<file path="config.mk">
export PLATFORM = sky130hd
export DESIGN_NAME = sync_fifo_wr_arbiter
export DESIGN_NICKNAME = d
export VERILOG_FILES = /design/src/rtl/sync_fifo_wr_arbiter.sv
export SDC_FILE = /design/constraint.sdc
export NUM_CORES = 1
export LEC_CHECK = 0
export ABC_AREA = 1
export BUFFER_PORTS_ARGS = -buffer_cell sky130_fd_sc_hd__clkbuf_2
export CAP_MARGIN = 10
export CORE_UTILIZATION = 35
export DETAILED_ROUTE_END_ITERATION = 8
export GPL_ROUTABILITY_DRIVEN = 1
export GPL_TIMING_DRIVEN = 0
export PLACE_DENSITY = 0.71
export SLEW_MARGIN = 20
export SYNTH_ARGS = -nofsm -noshare
export SYNTH_HDL_FRONTEND = slang
export SYNTH_SLANG_ARGS = --single-unit
</file>
<file path="constraint.sdc">
create_clock -name clk -period 4.96 [get_ports clk]
set_input_delay 0 -clock clk [delete_from_list [all_inputs] [get_ports clk]]
set_output_delay 0 -clock clk [all_outputs]
set_load 0.05 [all_outputs]
</file>
<file path="src/rtl/sync_fifo_wr_arbiter.sv">
// -----------------------------------------------------------------------------
// sync_fifo_wr_arbiter
//
// Round-robin write arbiter that lets N_REQ producers share the single write
// port of one synchronous FIFO. One requester at a time owns the grant for a
// burst of up to BURST beats. Every word written to the FIFO is tagged with the
// owner's ID in its upper bits. The FIFO full flag is honoured combinationally,
// so a write is never issued into a full FIFO and no beat is ever dropped.
//
// Ports
//   clk         : clock, all state changes on the rising edge
//   rst_n       : asynchronous active-low reset
//   req_valid   : [N_REQ]        per-requester data valid
//   req_last    : [N_REQ]        per-requester end-of-packet (qualified by valid)
//   req_data    : [N_REQ*WIDTH]  packed payloads, requester i at [i*WIDTH +: WIDTH]
//   req_ready   : [N_REQ]        per-requester accept, one-hot or zero
//   fifo_full   : downstream FIFO full flag
//   fifo_wr_en  : FIFO write strobe
//   fifo_din    : [WIDTH+ID_W]   {owner ID, payload}
//   gnt_valid   : a grant is currently held
//   gnt_id      : [ID_W]         current owner; keeps the last owner while idle
// -----------------------------------------------------------------------------
module sync_fifo_wr_arbiter #(
    parameter  int N_REQ = 4,
    parameter  int WIDTH = 8,
    parameter  int BURST = 4,
    localparam int ID_W  = $clog2(N_REQ)
) (
    input  logic                    clk,
    input  logic                    rst_n,
    input  logic [N_REQ-1:0]        req_valid,
    input  logic [N_REQ-1:0]        req_last,
    input  logic [N_REQ*WIDTH-1:0]  req_data,
    output logic [N_REQ-1:0]        req_ready,
    input  logic                    fifo_full,
    output logic                    fifo_wr_en,
    output logic [WIDTH+ID_W-1:0]   fifo_din,
    output logic                    gnt_valid,
    output logic [ID_W-1:0]         gnt_id
);

    localparam int CNT_W = $clog2(BURST + 1);

    localparam logic [0:0] ST_IDLE = 1'b0;
    localparam logic [0:0] ST_BUSY = 1'b1;

    localparam logic [CNT_W-1:0] LAST_BEAT = CNT_W'(BURST - 1);
    localparam logic [ID_W:0]    N_WRAP    = (ID_W + 1)'(N_REQ);

    // -------------------------------------------------------------------------
    // State
    // -------------------------------------------------------------------------
    logic [0:0]       state_q, state_d;
    logic [ID_W-1:0]  owner_q, owner_d;
    logic [CNT_W-1:0] beat_cnt_q, beat_cnt_d;

    logic busy;
    assign busy = (state_q == ST_BUSY);

    // -------------------------------------------------------------------------
    // Owner decode and per-owner signal selection
    // -------------------------------------------------------------------------
    logic [N_REQ-1:0] owner_sel;
    logic [WIDTH-1:0] data_masked [N_REQ];

    genvar gi;
    generate
        for (gi = 0; gi < N_REQ; gi++) begin : g_owner
            assign owner_sel[gi]   = (owner_q == ID_W'(gi));
            // Only the owner is ever offered ready, and only while the FIFO
            // has room; everybody else is back-pressured.
            assign req_ready[gi]   = busy && owner_sel[gi] && !fifo_full;
            assign data_masked[gi] = req_data[gi*WIDTH +: WIDTH] & {WIDTH{owner_sel[gi]}};
        end
    endgenerate

    logic owner_valid;
    logic owner_last;
    logic [WIDTH-1:0] owner_data;

    assign owner_valid = |(req_valid & owner_sel);
    assign owner_last  = |(req_last  & owner_sel);

    // owner_sel is one-hot, so OR-ing the masked payloads is a plain mux.
    always_comb begin
        owner_data = '0;
        for (int k = 0; k < N_REQ; k++) begin
            owner_data = owner_data | data_masked[k];
        end
    end

    // -------------------------------------------------------------------------
    // Transfer and release conditions
    // -------------------------------------------------------------------------
    logic xfer;
    logic rel_last;
    logic rel_burst;
    logic rel_drop;
    logic release_grant;

    assign xfer          = busy && owner_valid && !fifo_full;
    assign rel_last      = xfer && owner_last;
    assign rel_burst     = xfer && (beat_cnt_q == LAST_BEAT);
    // An owner that stops presenting data gives up the grant even while the
    // FIFO is full; a full FIFO by itself never forces a release.
    assign rel_drop      = busy && !owner_valid;
    assign release_grant = rel_last || rel_burst || rel_drop;

    // -------------------------------------------------------------------------
    // Rotating-priority search
    //
    // Offset k examines requester (owner + 1 + k) mod N_REQ, so the last slot
    // checked is the current owner itself: it only wins again when nobody
    // else is asking. When the owner released because it dropped valid it is
    // removed from the candidate set explicitly.
    // -------------------------------------------------------------------------
    logic [N_REQ-1:0] arb_mask;
    logic [ID_W-1:0]  rot_id    [N_REQ];
    logic [N_REQ-1:0] rot_valid;

    assign arb_mask = rel_drop ? (req_valid & ~owner_sel) : req_valid;

    generate
        for (gi = 0; gi < N_REQ; gi++) begin : g_rot
            logic [ID_W:0] sum;
            assign sum           = {1'b0, owner_q} + (ID_W + 1)'(gi + 1);
            assign rot_id[gi]    = (sum >= N_WRAP) ? ID_W'(sum - N_WRAP) : sum[ID_W-1:0];
            assign rot_valid[gi] = arb_mask[rot_id[gi]];
        end
    endgenerate

    logic            win_found;
    logic [ID_W-1:0] win_id;

    always_comb begin
        win_found = 1'b0;
        win_id    = owner_q;
        for (int k = 0; k < N_REQ; k++) begin
            if (!win_found && rot_valid[k]) begin
                win_found = 1'b1;
                win_id    = rot_id[k];
            end
        end
    end

    // -------------------------------------------------------------------------
    // Next-state logic
    // -------------------------------------------------------------------------
    always_comb begin
        state_d    = state_q;
        owner_d    = owner_q;
        beat_cnt_d = beat_cnt_q;

        case (state_q)
            ST_IDLE: begin
                // One cycle of arbitration latency; nothing is written here.
                if (win_found) begin
                    state_d    = ST_BUSY;
                    owner_d    = win_id;
                    beat_cnt_d = '0;
                end
            end

            ST_BUSY: begin
                if (release_grant) begin
                    // Hand over in the same cycle so back-to-back packets
                    // from different requesters leave no bubble.
                    beat_cnt_d = '0;
                    if (win_found) begin
                        state_d = ST_BUSY;
                        owner_d = win_id;
                    end else begin
                        state_d = ST_IDLE;
                    end
                end else if (xfer) begin
                    beat_cnt_d = beat_cnt_q + CNT_W'(1);
                end
            end

            default: begin
                state_d    = ST_IDLE;
                beat_cnt_d = '0;
            end
        endcase
    end

    // Owner resets to the highest index so requester 0 is searched first.
    always_ff @(posedge clk or negedge rst_n) begin
        if (!rst_n) begin
            state_q    <= ST_IDLE;
            owner_q    <= ID_W'(N_REQ - 1);
            beat_cnt_q <= '0;
        end else begin
            state_q    <= state_d;
            owner_q    <= owner_d;
            beat_cnt_q <= beat_cnt_d;
        end
    end

    // -------------------------------------------------------------------------
    // Outputs
    // -------------------------------------------------------------------------
    assign fifo_wr_en = xfer;
    assign fifo_din   = {owner_q, owner_data};
    assign gnt_valid  = busy;
    assign gnt_id     = owner_q;

endmodule
</file>
==> impl_metrics.json <==
{
  "status": "finished clean",
  "rows": 17,
  "maxSlewViolCount": 0,
  "cts_tree": "yes",
  "area_growth_pct": 44.13,
  "synth_seq_cells": 6,
  "vias_per_cell": 4.868,
  "cp_max_fo": 11,
  "critPathKind": "flip-flop to flip-flop",
  "cap_violations": 0,
  "synth.distinct_cells": 20,
  "numCtsBuffers": 3,
  "grt-ovfl-total": 0,
  "firstDrtPassIters": 4,
  "n_fill_cell": 262,
  "drive_above_1_share_pct": 37.21,
  "synth_area_per_cell_sq_um": 5.614,
  "fin_nets": 265,
  "finalSetupViolations": 0,
  "synth_xor_area_share_pct": 1.040,
  "cts_setup_buffers": 0,
  "synthMuxAreaShare_pct": 0,
  "end_kind": "flip-flop",
  "grt_pass1_wl_um": 4057,
  "place_congestion": 0.8454,
  "cp-start-kind": "flip-flop",
  "power_density_nw_per_um2": 810.3,
  "die_h_um": 51.05,
  "arrival_ps": 2090,
  "max_slew.worst_pin.slew_ps": 300.0,
  "wire_per_inst_um": 10.53,
  "drtIter0Drc": 21,
  "port_buffers": 60,
  "clockRootBuffer": "clkbuf_4",
  "die_area_sq_um": 2606,
  "clkSinkCount": 6,
  "tns_ps": 0,
  "drc": 0,
  "h-tree-depth": 1,
  "grt_util_all_layers_pct": 19.78,
  "start_util_pct": 37.70,
  "core_area_sq_um": 2233,
  "finalPower_mw": 0.9834,
  "rrSetupSlack_ps": 3040,
  "synthesis.area_sq_um": 842.1,
  "required_ps": 5130,
  "clkSlewWorstSetupHoldPaths_ps": 50,
  "synth-compound-area-share_pct": 2.675,
  "synth_adder_area_share_pct": 8.915,
  "hold_class": "input port to async pin",
  "synth_top_family_by_area": "simple AND/OR/NAND/NOR gates",
  "skew_ps": 8.881,
  "ant_nets": 0,
  "antenna_found_initial": 0,
  "hold_viol_final": 0,
  "synth-seq-area-share_pct": 18.13,
  "worstSkewPairLatency_ps": 250,
  "syn_inst": 150,
  "peakVddDrop_uv": 394.5,
  "grt_max_degree": 12,
  "n_antenna_cell": 0,
  "relSlewSlack_pct": 79.87,
  "post-route-period-util_pct": 38.70,
  "vias": 1183,
  "yosys.area_share.simple_pct": 61.07,
  "io-pin-count": 61,
  "dp_hpwl_um": 2073,
  "max_freq_ghz": 0.5210,
  "first_global_vias": 1011,
  "drt-total-wl_um": 2560,
  "clock_path_buffers": 2,
  "syn_nets": 199,
  "yosysWarnings": 0,
  "die_w_um": 51.05,
  "p_leak_nw": 0.7482,
  "rsz0062_at_grt": "no",
  "period_needed_ps": 1919
}
==> placed cells by master (no fill, tap or decap) <==
cell	instances
nand4_2	1
inv_2	1
nand2_1	78
dlygate4sd3_1	1
a21oi_1	1
o21ai_1	2
nor3_1	1
clkbuf_2	60
o21bai_1	1
nand3_2	1
dfstp_2	2
nand4_1	8
xor2_1	1
nand3_1	12
clkbuf_1	1
ha_1	6
clkbuf_4	3
nand2_2	5
nor2_4	1
buf_4	2
nor2_1	11
buf_2	4
inv_1	8
dfrtp_1	4
==> path summary, 6_finish.rpt <==
check,start,end,depth (start not counted)
worst max-delay path,gnt_id[0]$_DFFE_PN1P_,gnt_id[0]$_DFFE_PN1P_,9
worst min-delay path,rst_n,beat_cnt_q[2]$_DFFE_PN0P_,2
worst max register to register,gnt_id[0]$_DFFE_PN1P_,gnt_id[0]$_DFFE_PN1P_,9
worst min register to register,beat_cnt_q[2]$_DFFE_PN0P_,beat_cnt_q[2]$_DFFE_PN0P_,2
max in group asynchronous,rst_n,gnt_id[1]$_DFFE_PN1P_,2
min in group clk,req_valid[3],gnt_valid$_DFF_PN0_,5
==> critical path: stages, from the launching register on <==
cell and delay, ps:
dfstp_2 650, inv_2 130, ha_1 220, buf_2 180, nand2_1 80, nand3_1 60
o21bai_1 120, nand2_1 140, nand2_1 120, xor2_1 150
==> repair_timing <==
action	4_1_cts	5_1_grt
endpoints found under the hold margin	6	0
hold buffers	1	0
gates resized for setup	0	0
==> registers in the layout, indices dropped and copies added, names as in the netlist <==
register	flops
beat_cnt_q	3
gnt_id	2
gnt_valid	1
==> layout make-up <==
cell class	count	area, sq um	area share, %
multi-input combinational	129	620.6	51.13
timing repair buffer	61	310.3	25.57
sequential	6	152.6	12.58
buffer	6	35.03	2.887
tap	28	35.03	2.887
inverter	9	33.78	2.784
clock buffer	4	26.28	2.165
==> cell families after synthesis <==
logic type	after synthesis
buffers and inverters	15
XOR/XNOR	1
AND/OR/NAND/NOR	118
AO/OA/AOI/OAI	4
adder cells (fa/ha/maj)	6
flip-flops	6
==> power breakdown <==
| group | leakage, nW | internal (mW) | switching, mW |
|---|---|---|---|
| Clock | 0.0150 | 0.0306 | 0.0203 |
| Combinational | 0.662 | 0.222 | 0.599 |
| Sequential | 0.0708 | 0.0777 | 0.0338 |
==> stage by stage <==
step                utilization (%)  hold WS [ps]  cells  setup slack (ps)  cell area, sq um
floorplan                         -        -295.6    150              2797             842.1
global placement              52.72        -168.2    238              3059              1177
detailed placement            52.72        -166.6    238              3046              1177
CTS                           54.34         102.7    243              3036              1214
global route                  54.34         129.9    243              2895              1214
finish                        54.34         106.5    243              3041              1214
==> synthesized netlist by cell type <==
| library cell | number | share of area [%] |
|---|---|---|
| buf_4 | 2 | 1.8 |
| nand3_2 | 1 | 1.2 |
| ha_1 | 6 | 8.9 |
| dfrtp_1 | 4 | 12 |
| nor3_1 | 1 | 0.59 |
| nand4_1 | 8 | 5.9 |
| nand2_2 | 5 | 3.7 |
| nor2_4 | 1 | 1.3 |
| a21oi_1 | 1 | 0.59 |
| nand2_1 | 78 | 35 |
| nand3_1 | 12 | 7.1 |
| xor2_1 | 1 | 1.0 |
| o21ai_1 | 2 | 1.2 |
| nor2_1 | 11 | 4.9 |
| o21bai_1 | 1 | 0.89 |
| dfstp_2 | 2 | 6.2 |
| inv_2 | 1 | 0.45 |
| buf_2 | 4 | 2.4 |
| nand4_2 | 1 | 1.5 |
| inv_1 | 8 | 3.6 |
==> routing by layer <==
layer  track usage [%]  up-vias  share of wire [%]
met2             37.72       45                 49
li1                  -      609                  -
met1             23.15      527                 43
met5                 0        -                  0
met4             2.778        0               0.59
met3             3.274        2                7.4
Power figures use the tool's default switching activity.
